$ cat src/rtl/reg_bank_pkg.sv
// Shared constants and types for the arbitrated register bank.
// Requester encoding doubles as the round-robin pointer value.
package reg_bank_pkg;

  localparam int ADDR_W   = 2;
  localparam int DATA_W   = 4;
  localparam int NUM_REGS = 4;
  localparam int CNT_W    = 8;

  typedef enum logic {
    REQ_A = 1'b0,
    REQ_B = 1'b1
  } requester_t;

endpackage

$ cat src/rtl/rr_arbiter_2.sv
// Two-way round-robin arbiter with a one-bit priority pointer.
// The pointer records the last granted requester; a tie goes to the other.
module rr_arbiter_2
  import reg_bank_pkg::*;
(
  input  logic       i_clk,
  input  logic       i_rst,
  input  logic [1:0] i_req,
  output logic [1:0] o_gnt,
  output logic       o_last
);

  requester_t last_q;
  requester_t last_d;

  // Grant decode; nothing is granted while reset is held.
  always_comb begin
    o_gnt  = 2'b00;
    last_d = last_q;
    if (!i_rst) begin
      if (i_req[0] && (!i_req[1] || last_q == REQ_B)) begin
        o_gnt  = 2'b01;
        last_d = REQ_A;
      end else if (i_req[1]) begin
        o_gnt  = 2'b10;
        last_d = REQ_B;
      end
    end
  end

  // Pointer flop; resets to B so A wins the first tie.
  always_ff @(posedge i_clk or posedge i_rst) begin
    if (i_rst) begin
      last_q <= REQ_B;
    end else begin
      last_q <= last_d;
    end
  end

  assign o_last = (last_q == REQ_B);

endmodule

$ cat src/rtl/reg_bank_arbiter.sv
// Four-entry register bank shared by two write requesters.
// Writes land one edge after the handshake; reads are a plain mux.
module reg_bank_arbiter
  import reg_bank_pkg::*;
(
  input  logic              i_clk,
  input  logic              i_rst,
  input  logic              i_a_valid,
  input  logic [ADDR_W-1:0] i_a_addr,
  input  logic [DATA_W-1:0] i_a_data,
  output logic              o_a_ready,
  input  logic              i_b_valid,
  input  logic [ADDR_W-1:0] i_b_addr,
  input  logic [DATA_W-1:0] i_b_data,
  output logic              o_b_ready,
  input  logic [ADDR_W-1:0] i_rd_addr,
  output logic [DATA_W-1:0] o_rd_data,
  output logic [CNT_W-1:0]  o_wr_count,
  output logic              o_last_grant
);

  logic [1:0]        gnt;
  logic              wr_en;
  logic [ADDR_W-1:0] wr_addr;
  logic [DATA_W-1:0] wr_data;
  logic [DATA_W-1:0] regs [NUM_REGS];
  logic [CNT_W-1:0]  cnt_q;

  rr_arbiter_2 u_arb (
    .i_clk  (i_clk),
    .i_rst  (i_rst),
    .i_req  ({i_b_valid, i_a_valid}),
    .o_gnt  (gnt),
    .o_last (o_last_grant)
  );

  assign o_a_ready = gnt[0];
  assign o_b_ready = gnt[1];
  assign wr_en     = |gnt;
  assign wr_addr   = gnt[1] ? i_b_addr : i_a_addr;
  assign wr_data   = gnt[1] ? i_b_data : i_a_data;

  // Bank storage: only the granted address is updated.
  always_ff @(posedge i_clk or posedge i_rst) begin
    if (i_rst) begin
      for (int i = 0; i < NUM_REGS; i++) begin
        regs[i] <= '0;
      end
    end else if (wr_en) begin
      regs[wr_addr] <= wr_data;
    end
  end

  // Completed-write counter, saturating at all ones.
  always_ff @(posedge i_clk or posedge i_rst) begin
    if (i_rst) begin
      cnt_q <= '0;
    end else if (wr_en && cnt_q != '1) begin
      cnt_q <= cnt_q + CNT_W'(1);
    end
  end

  assign o_rd_data  = regs[i_rd_addr];
  assign o_wr_count = cnt_q;

endmodule

$ cat config.mk
export PLATFORM = sky130hd
export DESIGN_NAME = reg_bank_arbiter
export DESIGN_NICKNAME = d
export VERILOG_FILES = /design/src/rtl/reg_bank_pkg.sv /design/src/rtl/rr_arbiter_2.sv /design/src/rtl/reg_bank_arbiter.sv
export SDC_FILE = /design/constraint.sdc
export NUM_CORES = 1
export LEC_CHECK = 0
export CAP_MARGIN = 25
export CORE_ASPECT_RATIO = 0.9
export CORE_MARGIN = 2
export CORE_UTILIZATION = 46
export CTS_BUF_LIST = sky130_fd_sc_hd__clkbuf_8
export CTS_CLUSTER_DIAMETER = 80
export DETAILED_ROUTE_END_ITERATION = 10
export PLACE_DENSITY_LB_ADDON = 0.1
export SLEW_MARGIN = 20
export SYNTH_ARGS = -nofsm -noshare
export SYNTH_HDL_FRONTEND = slang
export SYNTH_SLANG_ARGS = --single-unit
$ cat constraint.sdc
create_clock -name i_clk -period 2 [get_ports i_clk]
set_clock_uncertainty 0.2 [all_clocks]
set_input_delay 0.6 -clock i_clk [delete_from_list [all_inputs] [get_ports i_clk]]
set_output_delay 0.6 -clock i_clk [all_outputs]
set_load 0.03 [all_outputs]
# Yosys cells after proc, flatten, opt, wreduce, memory -nomap -nowiden
# Cells that the tools add are included.
[word_totals] reg_bits=25 inputBits=18 out_inout_bits=15 wordCells=35
[classes] n_addsub=1 n_lt_le_gt_ge=3 eq_ne=1 n_mux=13 bitwise_logic=3 reduce_logical=8
[op_table] op="bitwise mux 16 bit" count=1
[op_table] op="two-way mux 4 bit" count=4
[op_table] op="adder 8 x 1 -> 8 bit, second input constant" count=1
[op_table] op="binary-select mux 4 bit (select 2 bit)" count=1
[op_table] op="demux 4 bit (select 2 bit)" count=1
[op_table] op="two-way mux 2 bit" count=4
[op_table] op="inequality test 8 bit, second input constant" count=1
[op_table] op=">= comparator 3 bit, second input constant" count=2
[op_table] op="inverter 2 -> 3 bit" count=2
[op_table] op="logical AND 1 bit" count=3
[op_table] op="< comparator 3 x 1 -> 1 bit, second input constant" count=1
[op_table] op="two-way mux 1 bit" count=2
[op_table] op="AND reduction 2 bit" count=1
[op_table] op="nonzero test 2 bit" count=1
[op_table] op="OR reduction 2 bit" count=1
[op_table] op="logical NOT 1 bit" count=1
[op_table] op="logical OR 1 bit" count=1
[op_table] op="inverter 1 bit" count=1

# Depth between registers and ports, before layout
# Gate-level depths: netlist of run 1.
[logic_depth] ltp_word=12 depth_mapped=5 depth_no_buf=5

# Hierarchy
# A second synthesis of run 1 with hierarchy kept.
[hier_totals] cells_unflattened=99 area_unflattened_um2=1297.5
[modules_own_cells] module="reg_bank_arbiter" instances=1 cells_each=91 area_per_inst_um2=1226.2 seq_area_each_um2=600.6
[modules_own_cells] module="rr_arbiter_2" instances=1 cells_each=8 area_per_inst_um2=71.3 seq_area_each_um2=26.3

# Least setup slack after synthesis of run 1
# No wires, ideal clock.
[synth_path] path_kind="input-to-reg" start="in i_rst" end="reg regs[10] (netlist bit)" arrival_ps=2436 required_ps=1675 slack_ps=-761 path_stages=5 path_buffers=1 path_cell_list="buf_6 -> inv_1 -> nand3_1 -> a221oi_4 -> mux2_4"
[synth_between] elab_chain_cells=8 elab_cells_between_ends=11
[synth_lines] element="start, declared" line_no="reg_bank_arbiter.sv:7" text="input logic i_rst,"
[synth_lines] element="two-way mux 2 bit (*)" line_no="rr_arbiter_2.sv:20" text="if (!i_rst) begin"
[synth_lines] element="two-way mux 2 bit" line_no="reg_bank_arbiter.sv:40" text="assign wr_addr = gnt[1] ? i_b_addr : i_a_addr;"
[synth_lines] element="inverter 2 -> 3 bit (implied by the code)" line_no="reg_bank_arbiter.sv:50" text="regs[wr_addr] <= wr_data;"
[synth_lines] element=">= comparator 3 bit (implied by the code) / < comparator 3 x 1 -> 1 bit (equally long branches)" line_no="reg_bank_arbiter.sv:50"
[synth_lines] element="logical AND 1 bit (implied by the code)" line_no="reg_bank_arbiter.sv:50"
[synth_lines] element="two-way mux 4 bit (implied by the code)" line_no="reg_bank_arbiter.sv:50"
[synth_lines] element="demux 4 bit (select 2 bit)" line_no="reg_bank_arbiter.sv:50"
[synth_lines] element="bitwise mux 16 bit" line_no="reg_bank_arbiter.sv:50"
[synth_lines] element="end signal, assigned by index" line_no="reg_bank_arbiter.sv:50"
[synth_lines] element="end, declared" line_no="reg_bank_arbiter.sv:26" text="logic [DATA_W-1:0] regs [NUM_REGS];"
# Mark *: on every way between the ends. The rest lies on a longest branch, timed or not.
# A chain may end at the register's enable or synchronous reset.

# Worst setup path in the final report of run 1
[layout_path] start="in i_rd_addr[0]" end="out o_rd_data[2]"
[layout_between] elab_chain_cells=4
[layout_lines] element="start, declared" line_no="reg_bank_arbiter.sv:16" text="input logic [ADDR_W-1:0] i_rd_addr,"
[layout_lines] element="inverter 2 -> 3 bit (implied by the code)" line_no="reg_bank_arbiter.sv:63" text="assign o_rd_data = regs[i_rd_addr];"
[layout_lines] element="binary-select mux 4 bit (select 2 bit)" line_no="reg_bank_arbiter.sv:63"
[layout_lines] element="two-way mux 4 bit (implied by the code) (2 in series)" line_no="reg_bank_arbiter.sv:63"
[layout_lines] element="end, declared" line_no="reg_bank_arbiter.sv:17" text="output logic [DATA_W-1:0] o_rd_data,"
# Every way passes these cells. The select of a mux whose other input is x is not followed.

==> flow_summary.json, run 1 <==
{
  "drt_wl_total_um": 3100,
  "cts_buffer_depth": 2,
  "drt_iter0_markers": 30,
  "dpl.hpwl_um": 2240,
  "timing.final.max_slew_violations": 0,
  "status": "finished with violations",
  "start_kind": "primary input",
  "ios": 33,
  "floorplan.rows": 18,
  "drt_pass1_iterations": 4,
  "yosysWarningCount": 0,
  "drc": 0,
  "fin_total_pwr_mw": 2.23,
  "h-tree-depth": 1,
  "critPathMaxFanout": 4,
  "finalWorstPathRequiredPeriod_ns": 2.23,
  "fin_area_mm2": 0.00209,
  "crit_type": "in -> out",
  "rsz0062_at_grt": "true",
  "p_per_area_mw_per_mm2": 1070,
  "synth.cell_area_mm2": 0.00133,
  "path_clk_slew_ns": 0.08,
  "yosysTopAreaCell": "dfrtp_1",
  "syn2layout_area_growth_pct": 56.7,
  "power.share.sequential": 0.378,
  "cap_violations": 0,
  "gp_congestion": 0.824,
  "slew_headroom": 0.771,
  "synth_edf_count": 0,
  "ir_drop_mv": 0.685,
  "core_mm2": 0.00275,
  "ys_async_sr_fraction": 1.00,
  "final_nets": 185,
  "syn_area_per_cell_um2": 13.2,
  "cts_buffers": 3,
  "critPathArrivalTime_ns": 1.43,
  "start_util": 0.485,
  "syn-instance-count": 101,
  "period_share": 1.12,
  "power_switching_uw": 842,
  "grtUsageTotal": 0.204,
  "cp_data_required_time_ns": 1.20,
  "antennaDiodeCount": 0,
  "leakage_nw": 0.936,
  "grt_first_pass_wirelength_um": 4890,
  "drive_gt1_frac": 0.503,
  "route.antenna.remaining_nets": 0,
  "fp.dieArea_mm2": 0.00334,
  "intPower_mw": 1.39,
  "grt_overflow": 0,
  "sw_frac_of_total": 0.378,
  "dieHeight_um": 55.0,
  "clockPowerShare": 0.132,
  "ys_types": 37,
  "fillers": 194,
  "routed_via_density": 5.14,
  "portBuffers": 32,
  "vias": 1053,
  "postCtsHoldBufs": 0,
  "insertion_delay_ns": 0.26,
  "grt_max_degree": 22,
  "hold_path.class": "in -> async",
  "tightest_slew_ns": 0.343,
  "grt_pass1_vias": 1043,
  "yosysMostFrequentCell": "dfrtp_1",
  "fmax_mhz": 448,
  "cts_tree": "yes",
  "yosys_most_used_dff": "dfrtp_1",
  "cts.sinks": 25,
  "crit_path_end_kind": "output pin",
  "ys_top_cells_by_area": "dfrtp_1 45%, mux2_2 11%, mux4_2 6.8%",
  "place_area_mm2": 0.00188,
  "setup_slack_ns": -0.231,
  "yosysSeqAreaShare": 0.471,
  "ys_ff_latch": 25,
  "pwr-share-comb": 0.490,
  "setup_viol": 10,
  "final_util": 0.759,
  "violations": "setup timing",
  "clockRootBuffer": "clkbuf_8",
  "netlist.area_leader.share": 0.451,
  "wl_per_cell_um": 15.1,
  "synth.net_count": 120,
  "antenna_found_initial": 0,
  "synthTopCellsByCount": "24 x dfrtp_1, 13 x mux2_2, 5 x nand3_1",
  "die_w_um": 60.7,
  "hold_viol": 0
}
## registers in the layout, indices dropped and copies added, names as in the netlist
signal and flops:
u_arb.o_last 1, regs 16, o_wr_count 8
## layout make-up
type                            instances  area (µm²)  share of cell area
Timing Repair Buffer                   61         576               0.276
Sequential cell                        25         627               0.301
Multi-Input combinational cell         70         764               0.367
Clock buffer                            3        41.3              0.0198
Inverter                                5        22.5              0.0108
Tap cell                               40        50.0              0.0240
Clock inverter                          1        5.00             0.00240
## power groups by stage
stage / Combinational [mW] / Sequential, mW / Clock, mW
4_1_cts: 1.06 / 0.837 / 0.301
3_5_place_dp: 1.07 / 0.850 / 0
2_1_floorplan: 0.452 / 1.01 / 0
5_1_grt: 1.17 / 0.874 / 0.332
3_3_place_gp: 1.04 / 0.837 / 0
6_report: 1.09 / 0.843 / 0.294
## worst max-delay path: stages
cell    delay (ns)
buf_12        0.09
buf_6         0.09
mux4_2        0.50
buf_6         0.16
## final timing paths
| kind | cells past startpoint | endpoint | slack [ns] | from |
|---|---|---|---|---|
| worst max-delay path | 4 | o_rd_data[2] | -0.23 | i_rd_addr[0] |
| worst min-delay path | 3 | regs[15]$_DFFE_PP0P_ | 0.16 | i_rst |
| worst max register to register | 5 | regs[11]$_DFFE_PP0P_ | -0.05 | u_arb.o_last$_DFFE_PP1P_ |
| worst min register to register | 1 | regs[13]$_DFFE_PP0P_ | 0.30 | regs[13]$_DFFE_PP0P_ |
| max in group asynchronous | 4 | u_arb.o_last$_DFFE_PP1P_ | 0.93 | i_rst |
| min in group i_clk | 1 | regs[13]$_DFFE_PP0P_ | 0.30 | regs[13]$_DFFE_PP0P_ |
## logic make-up after synthesis
logic type,share of synthesized area
flip-flops,0.471
AND/OR/NAND/NOR,0.107
adder cells (fa/ha/maj),0.00940
AO/OA/AOI/OAI,0.0987
buffers and inverters,0.0225
multiplexers,0.272
XOR/XNOR,0.0197
## through the flow
| step | setup WS (ns) | TNS [ns] | hold WS [ns] | cells |
|---|---|---|---|---|
| 2_1_floorplan | -0.274 | -4.08 | 0.259 | 101 |
| 3_5_place_dp | -1.18 | -18.57 | 0.286 | 197 |
| 5_1_grt | -0.264 | -1.60 | 0.157 | 205 |
| 6_report | -0.231 | -0.978 | 0.164 | 205 |
| 3_3_place_gp | -1.16 | -17.76 | 0.270 | 197 |
| 4_1_cts | -0.244 | -1.01 | 0.165 | 206 |
## layer usage
layer	global-route usage	vias to the layer above	part of all wire
li1	-	506	-
met1	0.273	524	0.44
met2	0.346	20	0.51
met3	0.0395	3	0.036
met4	0.0435	0	0.0055
met5	0	-	0
## placed cells by master, fill, tap and decap left out, types with 3 or more instances in the layout
cell type | netlist | routed
nand4_1 | 3 | 3
buf_4 | 0 | 22
inv_1 | 4 | 3
nand3_1 | 5 | 4
mux4_2 | 4 | 4
mux2_4 | 4 | 8
dfrtp_1 | 24 | 24
dlygate4sd2_1 | 0 | 11
mux2_2 | 13 | 9
buf_6 | 1 | 14
clkbuf_8 | 0 | 3
mux2_1 | 4 | 4
nor2_1 | 3 | 3
clkdlybuf4s50_1 | 0 | 9
## what timing repair did
item                                   4_1_cts  5_1_grt
setup buffers                                5        1
endpoints found under the hold margin        0        0
resized for setup                           71       17
setup endpoints to repair                   36       20
pin swaps                                    4        5
Power figures use the tool's default switching activity.
==> run 2, diff against run 1 <==
--- a/config.mk
+++ b/config.mk
@@ -6,7 +6,6 @@
 export NUM_CORES = 1
 export LEC_CHECK = 0
 export CAP_MARGIN = 25
-export CORE_ASPECT_RATIO = 0.9
 export CORE_MARGIN = 2
 export CORE_UTILIZATION = 46
 export CTS_BUF_LIST = sky130_fd_sc_hd__clkbuf_8
==> run 2 against run 1 <==
  * The run still ends with setup timing left
  * First-iteration DRC count fell by 30%
  * Worst hold slack worse by 0.011 ns
  * Maximum frequency fell by 0.86%
  * Count of clock-buffer cells in the layout did not move
  * Utilization decreased by 0.87 points
  * Via count shrank 0.19%
  * Design area decreased by 0.78%
  * Combinational power hardly changed
  * Largest cell class unchanged
  * Routed wire length shrank 2.0%
  * Total power increased by 0.38%
  * Cell count down 2.9%
==> flow_summary.json, run 2 (synthesis results as in run 1) <==
{
  "status": "finished with violations",
  "violations": "setup timing",
  "grt_pass1_vias": 1136,
  "hold_path.class": "in -> async",
  "crit_type": "in -> out",
  "grt_overflow": 0,
  "multi_input_area_um2": 767,
  "critPathArrivalTime_ns": 1.45,
  "wl_per_cell_um": 15.3,
  "die_w_um": 57.8,
  "crit_start": "i_rd_addr[0]",
  "period_share": 1.12,
  "crit_path_end_kind": "output pin",
  "drive_gt1_frac": 0.518,
  "drc": 0,
  "grt_first_pass_wirelength_um": 5030,
  "routed_via_density": 5.28,
  "core_mm2": 0.00276,
  "grt_max_degree": 22,
  "ios": 33,
  "insertion_delay_ns": 0.26,
  "fin_cells": 199,
  "drt_iter0_markers": 21,
  "path_clk_slew_ns": 0.09,
  "seqCellArea_um2": 627,
  "route.antenna.remaining_nets": 0,
  "syn2layout_area_growth_pct": 55.5,
  "critPathMaxFanout": 3,
  "fp.dieArea_mm2": 0.00334,
  "finalSetupTns_ns": -1.25,
  "top_register": "regs",
  "dp.cells": 190,
  "final_nets": 188,
  "setup_viol": 13,
  "r2r_start": "u_arb.o_last$_DFFE_PP1P_",
  "tightest_slew_ns": 0.333,
  "antenna_found_initial": 0,
  "mostFrequentLayoutCell": "buf_4",
  "start_kind": "primary input",
  "setup_slack_ns": -0.250,
  "grtUsageTotal": 0.200,
  "portBuffers": 32,
  "start_util": 0.483,
  "rsz0062_at_grt": "true",
  "cp_data_required_time_ns": 1.20,
  "p_per_area_mw_per_mm2": 1080,
  "dpl.hpwl_um": 2270,
  "leakage_nw": 0.932,
  "hold_viol": 0,
  "cts.sinks": 25,
  "largest_reg_flops": 16,
  "fin_total_pwr_mw": 2.24,
  "timing.final.max_slew_violations": 0,
  "drt_wl_total_um": 3040,
  "ir_drop_mv": 0.884,
  "vias": 1051,
  "fmax_mhz": 444,
  "gp_congestion": 0.802,
  "drt_pass1_iterations": 4,
  "layout_common_cells": "29 x buf_4, 24 x dfrtp_1, 12 x buf_6",
  "postCtsHoldBufs": 0,
  "cts_tree": "yes",
  "dieHeight_um": 57.8,
  "clockRootBuffer": "clkbuf_8",
  "floorplan.rows": 19,
  "cts_buffers": 3,
  "antennaDiodeCount": 0,
  "h-tree-depth": 1,
  "cap_violations": 0,
  "slew_headroom": 0.777,
  "fillers": 190,
  "finalWorstPathRequiredPeriod_ns": 2.25,
  "cts_buffer_depth": 2
}
run 2: cell count changes in the layout (fill, tap and decap cells not counted), sizes merged:
cell,change
buf,+3
dlygate4sd2,-1
clkinv,-1
clkinvlp,+1
clkdlybuf4s50,+1
clkbuf,+1
clkdlybuf4s15,-1
run 2: final timing paths:
kind,end,slack [ns],depth (start not counted)
max,o_rd_data[3],-0.25,4
min,regs[13]$_DFFE_PP0P_,0.15,3
max reg2reg,regs[1]$_DFFE_PP0P_,-0.03,7
min reg2reg,regs[14]$_DFFE_PP0P_,0.30,1
max in group asynchronous,u_arb.o_last$_DFFE_PP1P_,0.93,4
min in group i_clk,regs[14]$_DFFE_PP0P_,0.30,1
run 2: power breakdown:
part	total, mW	switching, mW	internal (mW)	leakage [nW]
clock network	0.302	0.161	0.141	0.0217
registers	0.840	0.134	0.705	0.296
logic	1.10	0.545	0.551	0.614
run 2: critical path: stages:
cell    delay [ns]
buf_8         0.08
buf_6         0.10
mux4_2        0.51
buf_6         0.16
run 2: repair_timing:
action                                  in CTS  in global routing
buffers inserted                             4                  2
cloned                                       0                  0
endpoints found under the setup margin      37                 20
resized for setup                           56                 18
pin swaps                                    3                  5
run 2: metal layers:
layer,global-route usage,wire length (µm)
met1,0.245,1310
met2,0.351,1540
met3,0.0379,151
met4,0.0698,39
met5,0,0
run 2: cell type report:
class,instances,area share
Clock buffer,3,0.0200
Clock inverter,1,0.00363
Inverter,5,0.0109
Multi-Input combinational cell,70,0.371
Sequential cell,25,0.303
Tap cell,31,0.0187
Timing Repair Buffer,64,0.273
run 2: stage by stage:
stage	instance area, µm²	util	hold slack (ns)	setup WS (ns)
detailed placement	1890	0.684	0.285	-1.10
global route	2070	0.750	0.152	-0.274
floorplan	1360	-	0.259	-0.274
global placement	1890	0.684	0.269	-1.07
CTS	1990	0.722	0.150	-0.262
finish	2070	0.750	0.153	-0.250
